==> config.mk <==
export PLATFORM = sky130hd
export DESIGN_NAME = des_key_schedule
export DESIGN_NICKNAME = d
export VERILOG_FILES = /design/src/rtl/des_key_schedule.sv
export SDC_FILE = /design/constraint.sdc
export NUM_CORES = 1
export LEC_CHECK = 0
export CAP_MARGIN = 20
export CORE_MARGIN = 8
export CORE_UTILIZATION = 55
export DETAILED_ROUTE_END_ITERATION = 8
export DONT_BUFFER_PORTS = 1
export MAX_ROUTING_LAYER = met4
export PLACE_DENSITY = 0.73
export SETUP_SLACK_MARGIN = 0.2
export SLEW_MARGIN = 20
export SYNTH_ARGS = -nofsm -noshare
export SYNTH_HDL_FRONTEND = slang
export SYNTH_SLANG_ARGS = --single-unit
==> constraint.sdc <==
create_clock -name clk -period 1.8 [get_ports clk]
set_input_delay 0.36 -clock clk [delete_from_list [all_inputs] [get_ports clk]]
set_output_delay 0.36 -clock clk [all_outputs]
set_load 0.03 [all_outputs]
==> src/rtl/des_key_schedule.sv <==
// DES key schedule: expands a 64-bit key into sixteen 48-bit round subkeys,
// emitted one per valid/ready handshake in encrypt (K1..K16) or decrypt
// (K16..K1) order. C/D rotate forward for encrypt and backward for decrypt,
// so no subkey storage is needed in either direction.
module des_key_schedule (
    input  logic        clk,
    input  logic        rst_n,
    input  logic        start,
    input  logic        decrypt,
    input  logic [63:0] key_in,
    output logic [47:0] subkey,
    output logic        subkey_valid,
    input  logic        subkey_ready,
    output logic [3:0]  round_idx,
    output logic        busy,
    output logic        done
);

    typedef enum logic {IDLE = 1'b0, GEN = 1'b1} state_t;

    // PC-1: 56 key bit positions (1 = MSB of key_in); parity bits never appear
    localparam logic [6:0] PC1_TAB [0:55] = '{
        7'd57, 7'd49, 7'd41, 7'd33, 7'd25, 7'd17, 7'd9,
        7'd1,  7'd58, 7'd50, 7'd42, 7'd34, 7'd26, 7'd18,
        7'd10, 7'd2,  7'd59, 7'd51, 7'd43, 7'd35, 7'd27,
        7'd19, 7'd11, 7'd3,  7'd60, 7'd52, 7'd44, 7'd36,
        7'd63, 7'd55, 7'd47, 7'd39, 7'd31, 7'd23, 7'd15,
        7'd7,  7'd62, 7'd54, 7'd46, 7'd38, 7'd30, 7'd22,
        7'd14, 7'd6,  7'd61, 7'd53, 7'd45, 7'd37, 7'd29,
        7'd21, 7'd13, 7'd5,  7'd28, 7'd20, 7'd12, 7'd4
    };

    // PC-2: 48 positions into the 56-bit {C,D} (1 = MSB of C)
    localparam logic [5:0] PC2_TAB [0:47] = '{
        6'd14, 6'd17, 6'd11, 6'd24, 6'd1,  6'd5,
        6'd3,  6'd28, 6'd15, 6'd6,  6'd21, 6'd10,
        6'd23, 6'd19, 6'd12, 6'd4,  6'd26, 6'd8,
        6'd16, 6'd7,  6'd27, 6'd20, 6'd13, 6'd2,
        6'd41, 6'd52, 6'd31, 6'd37, 6'd47, 6'd55,
        6'd30, 6'd40, 6'd51, 6'd45, 6'd33, 6'd48,
        6'd44, 6'd49, 6'd39, 6'd56, 6'd34, 6'd53,
        6'd46, 6'd42, 6'd50, 6'd36, 6'd29, 6'd32
    };

    function automatic logic [55:0] pc1(input logic [63:0] k);
        logic [55:0] r;
        r = 56'd0;
        for (int i = 0; i < 56; i++) begin
            r[55 - i] = k[64 - int'(PC1_TAB[i])];
        end
        return r;
    endfunction

    function automatic logic [47:0] pc2(input logic [55:0] cd);
        logic [47:0] r;
        r = 48'd0;
        for (int i = 0; i < 48; i++) begin
            r[47 - i] = cd[56 - int'(PC2_TAB[i])];
        end
        return r;
    endfunction

    // Rotation applied to produce emission idx. Decrypt walks the encrypt
    // shifts backwards; its first emission is the unrotated PC-1 state,
    // because the 16 encrypt shifts sum to 28 (a full turn).
    function automatic logic [1:0] shift_amt(input logic [3:0] idx, input logic dec);
        logic [1:0] a;
        if (dec && (idx == 4'd0)) begin
            a = 2'd0;
        end else if (dec) begin
            a = ((idx == 4'd1) || (idx == 4'd8) || (idx == 4'd15)) ? 2'd1 : 2'd2;
        end else begin
            a = ((idx == 4'd0) || (idx == 4'd1) || (idx == 4'd8) || (idx == 4'd15)) ? 2'd1 : 2'd2;
        end
        return a;
    endfunction

    function automatic logic [27:0] rot28(input logic [27:0] x, input logic [1:0] amt,
                                          input logic right);
        logic [27:0] r;
        case (amt)
            2'd1:    r = right ? {x[0], x[27:1]}   : {x[26:0], x[27]};
            2'd2:    r = right ? {x[1:0], x[27:2]} : {x[25:0], x[27:26]};
            default: r = x;
        endcase
        return r;
    endfunction

    state_t      state_q, state_d;
    logic [27:0] c_q, c_d, d_q, d_d;
    logic [47:0] subkey_q, subkey_d;
    logic        valid_q, valid_d;
    logic [3:0]  idx_q, idx_d;
    logic        busy_q, busy_d;
    logic        done_q, done_d;
    logic        dec_q, dec_d;

    logic [55:0] cd0_s;
    logic [3:0]  next_idx_s;
    logic [1:0]  amt_s;

    // Next-state logic: load on accepted start, advance on handshake, finish after index 15
    always_comb begin
        state_d    = state_q;
        c_d        = c_q;
        d_d        = d_q;
        subkey_d   = subkey_q;
        valid_d    = valid_q;
        idx_d      = idx_q;
        done_d     = 1'b0;
        dec_d      = dec_q;
        cd0_s      = 56'd0;
        next_idx_s = 4'd0;
        amt_s      = 2'd0;
        if (state_q == IDLE) begin
            // start coinciding with the done pulse is not taken
            if (start && !done_q) begin
                cd0_s    = pc1(key_in);
                amt_s    = shift_amt(4'd0, decrypt);
                c_d      = rot28(cd0_s[55:28], amt_s, decrypt);
                d_d      = rot28(cd0_s[27:0], amt_s, decrypt);
                subkey_d = pc2({c_d, d_d});
                dec_d    = decrypt;
                idx_d    = 4'd0;
                valid_d  = 1'b1;
                state_d  = GEN;
            end else begin
                valid_d  = 1'b0;
            end
        end else begin
            if (valid_q && subkey_ready) begin
                if (idx_q == 4'd15) begin
                    valid_d = 1'b0;
                    done_d  = 1'b1;
                    idx_d   = 4'd0;
                    state_d = IDLE;
                end else begin
                    next_idx_s = idx_q + 4'd1;
                    amt_s      = shift_amt(next_idx_s, dec_q);
                    c_d        = rot28(c_q, amt_s, dec_q);
                    d_d        = rot28(d_q, amt_s, dec_q);
                    subkey_d   = pc2({c_d, d_d});
                    idx_d      = next_idx_s;
                end
            end else begin
                state_d = state_q;
            end
        end
        busy_d = (state_d == GEN);
    end

    // State and output registers; reset aborts any schedule without a done pulse
    always_ff @(posedge clk or negedge rst_n) begin
        if (!rst_n) begin
            state_q  <= IDLE;
            c_q      <= 28'd0;
            d_q      <= 28'd0;
            subkey_q <= 48'd0;
            valid_q  <= 1'b0;
            idx_q    <= 4'd0;
            busy_q   <= 1'b0;
            done_q   <= 1'b0;
            dec_q    <= 1'b0;
        end else begin
            state_q  <= state_d;
            c_q      <= c_d;
            d_q      <= d_d;
            subkey_q <= subkey_d;
            valid_q  <= valid_d;
            idx_q    <= idx_d;
            busy_q   <= busy_d;
            done_q   <= done_d;
            dec_q    <= dec_d;
        end
    end

    assign subkey       = subkey_q;
    assign subkey_valid = valid_q;
    assign round_idx    = idx_q;
    assign busy         = busy_q;
    assign done         = done_q;

endmodule
==> impl_metrics.env <==
export IMPL_status="finished with violations"
export IMPL_violations="negative hold slack, negative setup slack"
export IMPL_io_pins=124
export IMPL_viasPerCell=6.845
export IMPL_grt_pass1_vias=4849
export IMPL_skew_ns=0.01050
export IMPL_synth_seq_cells=64
export IMPL_cts_buffers=9
export IMPL_comb_power_share_pct=50.3
export IMPL_layout_min_cycle_time_ns=2.096
export IMPL_dpl_hpwl_mm=10.27
export IMPL_ys_warn_count=0
export IMPL_tightestPinTransition_ns=0.5162
export IMPL_grt_max_degree=65
export IMPL_cts_max_level=3
export IMPL_drive_gt1_share_pct=30.46
export IMPL_syn_num_nets=682
export IMPL_antenna_found_initial=0
export IMPL_rows=37
export IMPL_grt_ovfl_total=0
export IMPL_wl_per_cell_um=23.38
export IMPL_track_usage_pct=23.00
export IMPL_syn2layout_area_growth_pct=13.43
export IMPL_power_frac_clock_pct=12.0
export IMPL_ant_nets=0
export IMPL_crit_required_ns=2.01
export IMPL_ir_drop_uv=815.5
export IMPL_rsz0062_at_grt="yes"
export IMPL_cts_sinks=64
export IMPL_dieArea_mm2=0.01394
export IMPL_die_w_um=118.1
export IMPL_synthesis_area_mm2=0.005728
export IMPL_power_density_mw_per_mm2=1667
export IMPL_clk_insertion_delay_late_ns=0.36
export IMPL_p_int_mw=5.608
export IMPL_switching_share_pct=48.23
export IMPL_syn_inst=610
export IMPL_tritoncts="yes"
export IMPL_wl_mm=16.76
export IMPL_sequentialPowerShare_pct=37.7
export IMPL_drv_cap=0
export IMPL_setup_violations=56
export IMPL_dr_pass1_iters=4
export IMPL_fin_crit_sh_pct=116.5
export IMPL_worstPathMaxFanout=12
export IMPL_die_h_um=118.1
export IMPL_synth_distinct_cells=33
export IMPL_slew_violations=0
export IMPL_fin_nets=648
export IMPL_clockBufferDepth=2
export IMPL_finalHoldViolCount=64
export IMPL_cts_clk_slew_worst_paths_ns=0.07
export IMPL_grt_pass1_wl_mm=25.93
export IMPL_fmax_mhz=477.0
export IMPL_cts_root_buf="clkbuf_8"
export IMPL_cp_end_kind="flop"
export IMPL_finalPower_mw=10.83
export IMPL_critical_path_class="flop to flop"
export IMPL_critPathArrivalTime_ns=2.31
export IMPL_drt_initial_drc_count=401
export IMPL_n_antenna_cell=0
export IMPL_syn_area_per_cell_um2=9.390
export IMPL_pre_cts_ws_ns=-0.2873
export IMPL_seq_area_frac_synth_pct=27.96
export IMPL_initial_core_util_pct=55.99
export IMPL_leakage_nw=2.859
export IMPL_place_congestion=0.7909
export IMPL_maxSlewHeadroom_pct=65.59
export IMPL_portBuffers=0
export IMPL_setup_ws_ns=-0.2963
export IMPL_cp_start_kind="flop"
export IMPL_hold_ws_ns=-0.2993
export IMPL_switchingPower_mw=5.226
export IMPL_drc_errors=0
export IMPL_hold_path_class="primary input to asynchronous set/reset pin"
export IMPL_core_mm2=0.01023
export IMPL_vias=4908
[power by group through the flow]
stage / sequential, mW / combinational (mW) / clock, mW
final: 4.08 / 5.45 / 1.30
after global routing: 4.19 / 5.88 / 1.37
after CTS: 4.07 / 5.06 / 1.30
after detailed placement: 4.11 / 4.26 / 0
after global placement: 4.07 / 4.06 / 0
after floorplan: 2.74 / 5.15 / 0
[critical path, cell delays in order, from the launching register on]
cell and delay [ns]:
dfrtp_2 0.44, buf_12 0.14, ha_4 0.18, nor4b_4 0.30, a21oi_4 0.07, and2_4 0.24
buf_12 0.17, o211ai_1 0.26, o311ai_2 0.16
[layout make-up]
| class | count | area (um^2) |
|---|---|---|
| clock inverter | 2 | 10.01 |
| tap | 136 | 170.2 |
| multi-input combinational | 434 | 3664 |
| clock buffer | 14 | 192.7 |
| inverter | 3 | 11.26 |
| timing repair buffer | 64 | 838.3 |
| sequential | 64 | 1612 |
| fill | 786 | 3734 |
[per-layer routing]
metal | global-route usage, % | vias to the layer above | wire (um)
met5 | - | - | 0
met4 | 8.567 | 0 | 397
met3 | 5.803 | 34 | 1325
met2 | 37.83 | 213 | 8282
met1 | 26.61 | 2443 | 6756
li1 | - | 2218 | -
[sequential cells by signal, summed over array words and instances, names as in the netlist]
name and count:
c_q 27, d_q 27, round_idx 4, subkey 2, busy 1, dec_q 1
done 1, subkey_valid 1
[placed cells by master (no fill, tap or decap), drive strengths merged]
master,n
nor3b,1
o21ba,1
clkinv,2
buf,60
bufbuf,1
o211ai,54
nor4b,1
nor2,10
mux2,57
o311ai,56
a21oi,3
a22o,4
and2,2
nand3,60
nand2,57
clkbuf,17
inv,3
and3,1
xor2,1
a21o,1
nor2b,3
o21ai,4
and3b,1
a21boi,1
dfrtp,64
mux2i,109
ha,3
nor3,1
a211oi,3
[cell usage after synthesis, drive strengths merged]
cell    instances  area, um^2
o21ai           4       20.02
clkbuf         26       97.59
nor2b           3       18.77
and3            1       6.260
and3b           1       8.760
a22o            4       35.03
a21oi           3       15.01
o21ba           1       10.01
nand2          57       214.0
and2            1       6.260
a21o            1       7.510
nor2            9       36.29
nor3b           1       7.510
a211oi          3       22.52
inv             3       11.26
nand3          60       300.3
o211ai         54       410.4
a21boi          1       11.26
nor4b           1       8.760
buf            85       593.1
nor3            1       16.27
mux2           57       641.9
dfrtp          64        1602
xor2            1       8.760
mux2i         109        1091
o311ai         56       490.5
ha              3       37.54
[cell families (layout without fill, tap and decap cells)]
logic type / after synthesis / after routing / share of synthesized area (%)
AO/OA/AOI/OAI: 127 / 127 / 17.85
XOR/XNOR: 1 / 1 / 0.1529
adder cells (fa/ha/maj): 3 / 3 / 0.6554
multiplexers: 166 / 166 / 30.25
buffers and inverters: 114 / 83 / 12.25
flip-flops: 64 / 64 / 27.96
AND/OR/NAND/NOR: 135 / 137 / 10.88
[through the flow]
stage | TNS, ns | utilization, % | cell area, um^2 | std cells
6_report | -9.254 | 63.51 | 6497 | 717
5_1_grt | -13.88 | 63.51 | 6497 | 717
4_1_cts | -8.170 | 61.15 | 6256 | 712
3_5_place_dp | -13.31 | 55.71 | 5699 | 677
3_3_place_gp | -21.41 | 55.44 | 5672 | 676
2_1_floorplan | -1.380 | - | 5826 | 610
[what timing repair did]
item / in CTS / in global routing
pin swaps: 20 / 28
endpoints found under the setup margin: 58 / 57
setup buffers: 14 / 2
hold endpoints to repair: 64 / 64
cloned: 5 / 3
resized for setup: 44 / 25
[final timing paths]
| kind | start | endpoint | slack (ns) | depth (start not counted) |
|---|---|---|---|---|
| hold / removal | rst_n | d_q[20]$_DFFE_PN0P_ | -0.30 | 0 |
| max in group asynchronous | rst_n | round_idx[3]$_DFFE_PN0P_ | 1.93 | 0 |
| min in group clk | start | busy$_DFF_PN0_ | 0.18 | 2 |
| hold reg to reg | d_q[13]$_DFFE_PN0P_ | d_q[13]$_DFFE_PN0P_ | 0.58 | 2 |
| setup / recovery | round_idx[0]$_DFFE_PN0P_ | c_q[21]$_DFFE_PN0P_ | -0.30 | 8 |
| setup reg to reg | round_idx[0]$_DFFE_PN0P_ | c_q[21]$_DFFE_PN0P_ | -0.30 | 8 |
No activity file was read; power rests on OpenSTA's default activity.
